--- config.mk ---
export PLATFORM = sky130hd
export DESIGN_NAME = reg_file8
export DESIGN_NICKNAME = d
export VERILOG_FILES = /design/src/rtl/reg_file8_pkg.sv /design/src/rtl/reg_file8_dmux8.sv /design/src/rtl/reg_file8.sv
export SDC_FILE = /design/constraint.sdc
export NUM_CORES = 1
export LEC_CHECK = 0
export ABC_AREA = 1
export CORE_MARGIN = 2
export CORE_UTILIZATION = 60
export DETAILED_ROUTE_END_ITERATION = 7
export PLACE_DENSITY_LB_ADDON = 0.12
export SETUP_SLACK_MARGIN = 0.05
export SYNTH_ARGS = -nofsm -noshare
export SYNTH_HDL_FRONTEND = slang
export SYNTH_SLANG_ARGS = --single-unit
--- constraint.sdc ---
create_clock -name clk -period 6.4 [get_ports clk]
set_clock_uncertainty 0.1 [all_clocks]
set_input_delay 1.28 -clock clk [delete_from_list [all_inputs] [get_ports clk]]
set_output_delay 1.28 -clock clk [all_outputs]
set_load 0.02 [all_outputs]
--- src/rtl/reg_file8_pkg.sv ---
// Shared constants and FSM encoding for the 8-entry register file.
package reg_file8_pkg;
  localparam int REG_COUNT = 8;
  localparam int ADDR_W    = 3;

  typedef enum logic {
    IDLE  = 1'b0,
    CLEAR = 1'b1
  } state_e;
endpackage

--- src/rtl/reg_file8_dmux8.sv ---
// 1-to-8 demultiplexer: routes i_in to the selected output, all others 0.
module dmux8
  import reg_file8_pkg::*;
#(
  parameter int BUS_WIDTH = 1
) (
  input  logic [BUS_WIDTH-1:0]                i_in,
  input  logic [ADDR_W-1:0]                   i_sel,
  output logic [REG_COUNT-1:0][BUS_WIDTH-1:0] o_out
);

  always_comb begin
    // NOTE: full default before the selective assignment keeps this purely combinational (no latch).
    o_out        = '0;
    o_out[i_sel] = i_in;
  end

endmodule

--- src/rtl/reg_file8.sv ---
// 8 x BUS_WIDTH register file: one write port, two registered read ports with
// write-first bypass, and a sequential clear FSM that zeroes one entry per cycle.
module reg_file8
  import reg_file8_pkg::*;
#(
  parameter int BUS_WIDTH = 16
) (
  input  logic                 clk,
  input  logic                 rst,
  input  logic                 wr_valid,
  output logic                 wr_ready,
  input  logic [ADDR_W-1:0]    wr_addr,
  input  logic [BUS_WIDTH-1:0] wr_data,
  input  logic [ADDR_W-1:0]    rd_addr_a,
  output logic [BUS_WIDTH-1:0] rd_data_a,
  input  logic [ADDR_W-1:0]    rd_addr_b,
  output logic [BUS_WIDTH-1:0] rd_data_b,
  input  logic                 clr_req,
  output logic                 busy
);

  state_e                 r_state;
  logic [ADDR_W-1:0]      r_ptr;
  logic [BUS_WIDTH-1:0]   r_regs [REG_COUNT];
  logic [BUS_WIDTH-1:0]   r_rd_data_a;
  logic [BUS_WIDTH-1:0]   r_rd_data_b;

  logic                        w_clearing;
  logic                        w_wr_fire;
  logic                        w_wr_strobe;
  logic [ADDR_W-1:0]           w_wr_addr;
  logic [BUS_WIDTH-1:0]        w_wr_data;
  logic [REG_COUNT-1:0][0:0]   w_we;

  assign w_clearing  = (r_state == CLEAR);
  assign wr_ready    = (r_state == IDLE) & ~rst;
  assign busy        = w_clearing;
  assign w_wr_fire   = wr_valid & wr_ready;

  // The clear sequence owns the single write path while it runs.
  assign w_wr_strobe = w_clearing | w_wr_fire;
  assign w_wr_addr   = w_clearing ? r_ptr : wr_addr;
  assign w_wr_data   = w_clearing ? '0 : wr_data;

  dmux8 #(
    .BUS_WIDTH (1)
  ) u_we_dec (
    .i_in  (w_wr_strobe),
    .i_sel (w_wr_addr),
    .o_out (w_we)
  );

  // NOTE: sequential state uses non-blocking assignments so every flop samples pre-edge values.
  always_ff @(posedge clk or posedge rst) begin
    if (rst) begin
      r_state <= IDLE;
      r_ptr   <= '0;
    end else begin
      case (r_state)
        IDLE: begin
          if (clr_req) begin
            r_state <= CLEAR;
            r_ptr   <= '0;
          end
        end
        CLEAR: begin
          if (r_ptr == ADDR_W'(REG_COUNT - 1)) begin
            r_state <= IDLE;
            r_ptr   <= '0;
          end else begin
            r_ptr <= r_ptr + 1'b1;
          end
        end
        default: begin
          r_state <= IDLE;
          r_ptr   <= '0;
        end
      endcase
    end
  end

  // NOTE: storage is reset because zeroed contents after reset are visible, specified behaviour.
  always_ff @(posedge clk or posedge rst) begin
    if (rst) begin
      for (int i = 0; i < REG_COUNT; i++) r_regs[i] <= '0;
    end else begin
      for (int i = 0; i < REG_COUNT; i++) begin
        if (w_we[i][0]) r_regs[i] <= w_wr_data;
      end
    end
  end

  always_ff @(posedge clk or posedge rst) begin
    if (rst) begin
      r_rd_data_a <= '0;
      r_rd_data_b <= '0;
    end else begin
      r_rd_data_a <= (w_wr_strobe && (w_wr_addr == rd_addr_a)) ? w_wr_data : r_regs[rd_addr_a];
      r_rd_data_b <= (w_wr_strobe && (w_wr_addr == rd_addr_b)) ? w_wr_data : r_regs[rd_addr_b];
    end
  end

  assign rd_data_a = r_rd_data_a;
  assign rd_data_b = r_rd_data_b;

endmodule

==> results by group <==
Floorplan
  – Starting density of the core: 61.2%
  – Ports: 63
  – Core area: 15200 µm²
  – # rows: between 40 and 50
  – Die Height: between 100 and 150 µm
  – Die W: around 130 µm
  – Die footprint: 16500 µm²

Timing
  – Setup TNS: 0 ns
  – Fin crit share: 61.7%
  – Worst slew margin: 22.3%
  – Hold Violations, Final: 0
  – Final Critical Period: approximately 3.9 ns
  – Fmax: 253 MHz
  – Max Slew Vio Count: 0
  – Final Setup Violations: 0
  – Unrepaired setup endpoints after global routing: false
  – Worst Max-Slew Pin Slew: approximately 1.2 ns

Synthesis
  – Largest cells by area after synthesis: dfrtp_1 (44%), nand2_1 (26%), nand3_1 (9.0%), inv_1 (6.2%), o21ai_0 (4.5%)
  – Average size of a mapped cell: a little under 7 µm²
  – Share of the synthesized area in the top cell type: 44.1%
  – Mapped Area: 9300 µm²
  – Syn nets: around 1.4k
  – Register area share after synthesis: 44.1%
  – Yosys top cell by area: dfrtp_1
  – #FFs+latches synth: 164
  – Synth warn: 0
  – Syn Inst Count: ~1.4k
  – Distinct cells, synth: 24

Worst setup path
  – CP bufs+invs: 2
  – Startpoint Class: primary input
  – Critical Path RT: 6.61 ns
  – Crit end category: flop
  – Crit-path cells: clkdlybuf4s50_1 -> clkinv_1 -> nand2_1 -> nand2_1 -> nor2_4 -> nand2_2 -> nand2_1 -> nand2_1
  – Crit-path most repeated cell: nand2_1
  – CP Class: primary input to flop
  – Worst-path fanout max: 18
  – Slowest cell on the critical path: clkdlybuf4s50_1
  – Arr. time, crit path: 4.16 ns
  – Crit path max-delay family: buffers and inverters
  – Slowest stage delay, CP: 0.98 ns

Cells and area
  – N_diodes: 0
  – Commonest non-fill, non-tap cells in the layout: nand2_1 (652), nand3_1 (168), dfrtp_1 (164)
  – Fin cells: 1600
  – Final core occ: 69.1%
  – Synth-to-Final Area Change: 13.0%
  – Commonest non-fill, non-tap cell in the layout: nand2_1
  – Fin nets: between 1k and 1.5k
  – Share of post-route cells with drive strength above 1: 5.88%

Clock tree
  – Clk_lat worst skew: ~0.43 ns
  – Sink Count: 164
  – Max clock buf depth: 2
  – Root Buffer: clkbuf_16
  – CTS buffer count: 17
  – H-tree depth: 4
  – TritonCTS clock tree: built
  – Post-CTS setup buffer count: 0
  – Resize count post-CTS: 0
  – Clock transition at path regs: 0.07 ns
  – Cts hold-fix bufs: 0

Route
  – Avg Vias per Cell: about 5.6
  – Drt first pass iters: 6
  – Antenna-violating nets left: 0
  – Drt initial violations: approximately 1.1k
  – DRC: 0
  – WL per Instance: ~17 µm
  – Via count: 9029
  – DRT Wirelength: between 20000 and 30000 µm

Pwr
  – Clock share of power: 24.8%
  – Pint: 2.66 mW
  – Peak VDD IR: 223 µV
  – Switch share: 41.4%
  – Sw Pwr: between 1.5 and 2 mW
  – Combinational Power Share: 40.4%
  – Leak pwr: ~5.7 nW
  – P per Cell Area: 431 nW/µm²
  – Sequential share of power: 34.8%

Min path
  – Worst min path class: flop to flop

GRT
  – Maximum number of pins on one net before global-route repair: 75
  – Congestion Overflow GR: 0
  – First-pass GRT wire length: 43900 µm
  – Number of global-route vias before repair: ~8.6k
  – Antenna violations before repair: 0
  – GRT Util Overall: 34.6%

Placed design
  – # port buffers: 62
  – Post-Place Cells: around 1.6k
  – Gpl congestion: 0.955
  – Dpl hpwl: between 15000 and 20000 µm

Flow run
  – Max-cap viol count: 0

Status
  – Run status: finished, final reports clean
state kept, by name, summed over array words and instances (netlist names):
name / count
busy: 1
r_ptr: 3
r_regs: 128
rd_data_a: 16
rd_data_b: 16
path summary, 6_finish.rpt:
check / startpoint / endpoint / slack (ns) / depth (start not counted)
min in group asynchronous: rst / busy$_DFF_PP0_ / 1.27 / 2
worst min register to register: r_regs[51]$_DFFE_PP0P_ / r_regs[51]$_DFFE_PP0P_ / 0.38 / 2
worst max-delay path: rd_addr_a[2] / rd_data_a[7]$_DFF_PP0_ / 2.45 / 8
worst max register to register: busy$_DFF_PP0_ / r_regs[101]$_DFFE_PP0P_ / 3.85 / 7
worst min-delay path: r_regs[51]$_DFFE_PP0P_ / r_regs[51]$_DFFE_PP0P_ / 0.38 / 2
max in group asynchronous: rst / r_regs[120]$_DFFE_PP0P_ / 3.78 / 3
per-stage QoR:
step	hold WS [ns]	power, mW	setup slack [ns]	area, µm²
after floorplan	0.353	2.86	0.226	9300
after global placement	0.365	3.33	2.15	9860
after detailed placement	0.368	3.38	2.12	9860
after CTS	0.384	4.50	2.50	10500
after global routing	0.407	4.83	2.30	10500
final	0.384	4.53	2.45	10500
power groups by stage:
stage / logic, mW / clock network, mW / registers [mW]
global route: 2.04 / 1.17 / 1.62
finish: 1.83 / 1.12 / 1.58
floorplan: 1.21 / 0 / 1.65
global placement: 1.75 / 0 / 1.58
detailed placement: 1.79 / 0 / 1.59
CTS: 1.81 / 1.12 / 1.57
kinds of logic after synthesis:
kind of cell,after synthesis,share of synthesized area (%)
buf+inv,240,10.8
flops,164,44.1
fa+ha+maj,2,0.269
compound gates,131,7.53
simple gates,846,37.3
Yosys cell counts:
master and count:
nand2_1 652, nand3_1 168, dfrtp_1 164, inv_1 154
o21ai_0 83, o21ai_1 38, buf_2 32, clkbuf_1 22
buf_1 16, nand2_2 11, o21ai_2 9, buf_6 7
nor2_1 6, nor2_4 5, inv_2 3, buf_4 2
clkinv_1 2, ha_1 2, nor2_2 2, a21oi_4 1
clkbuf_2 1, inv_4 1, nand2_4 1, or2_2 1
metal layers:
layer	part of all wire, %	vias up	GRT usage, %	routed length [µm]
li1	-	4274	-	-
met1	42	4164	45.4	11500
met2	44	522	54.8	12200
met3	11	69	9.77	3070
met4	2.4	0	13.7	660
met5	0	-	0	0
tightest hold or removal path: cells and delay by family, from the launching register on:
kind | cells | cell delay [ns]
compound gates | 1 | 0.06
flops | 1 | 0.34
simple gates | 1 | 0.05
layout make-up:
| class | instances | area, µm² |
|---|---|---|
| inverters | 160 | 608 |
| clock inverters | 10 | 170 |
| fillers | 1287 | 4700 |
| well taps | 188 | 235 |
| flip-flops and latches | 164 | 4100 |
| clock buffers | 22 | 474 |
| multi-input cells | 979 | 4190 |
| repair buffers | 77 | 723 |
Note: power is estimated with default switching activity, not from simulation.
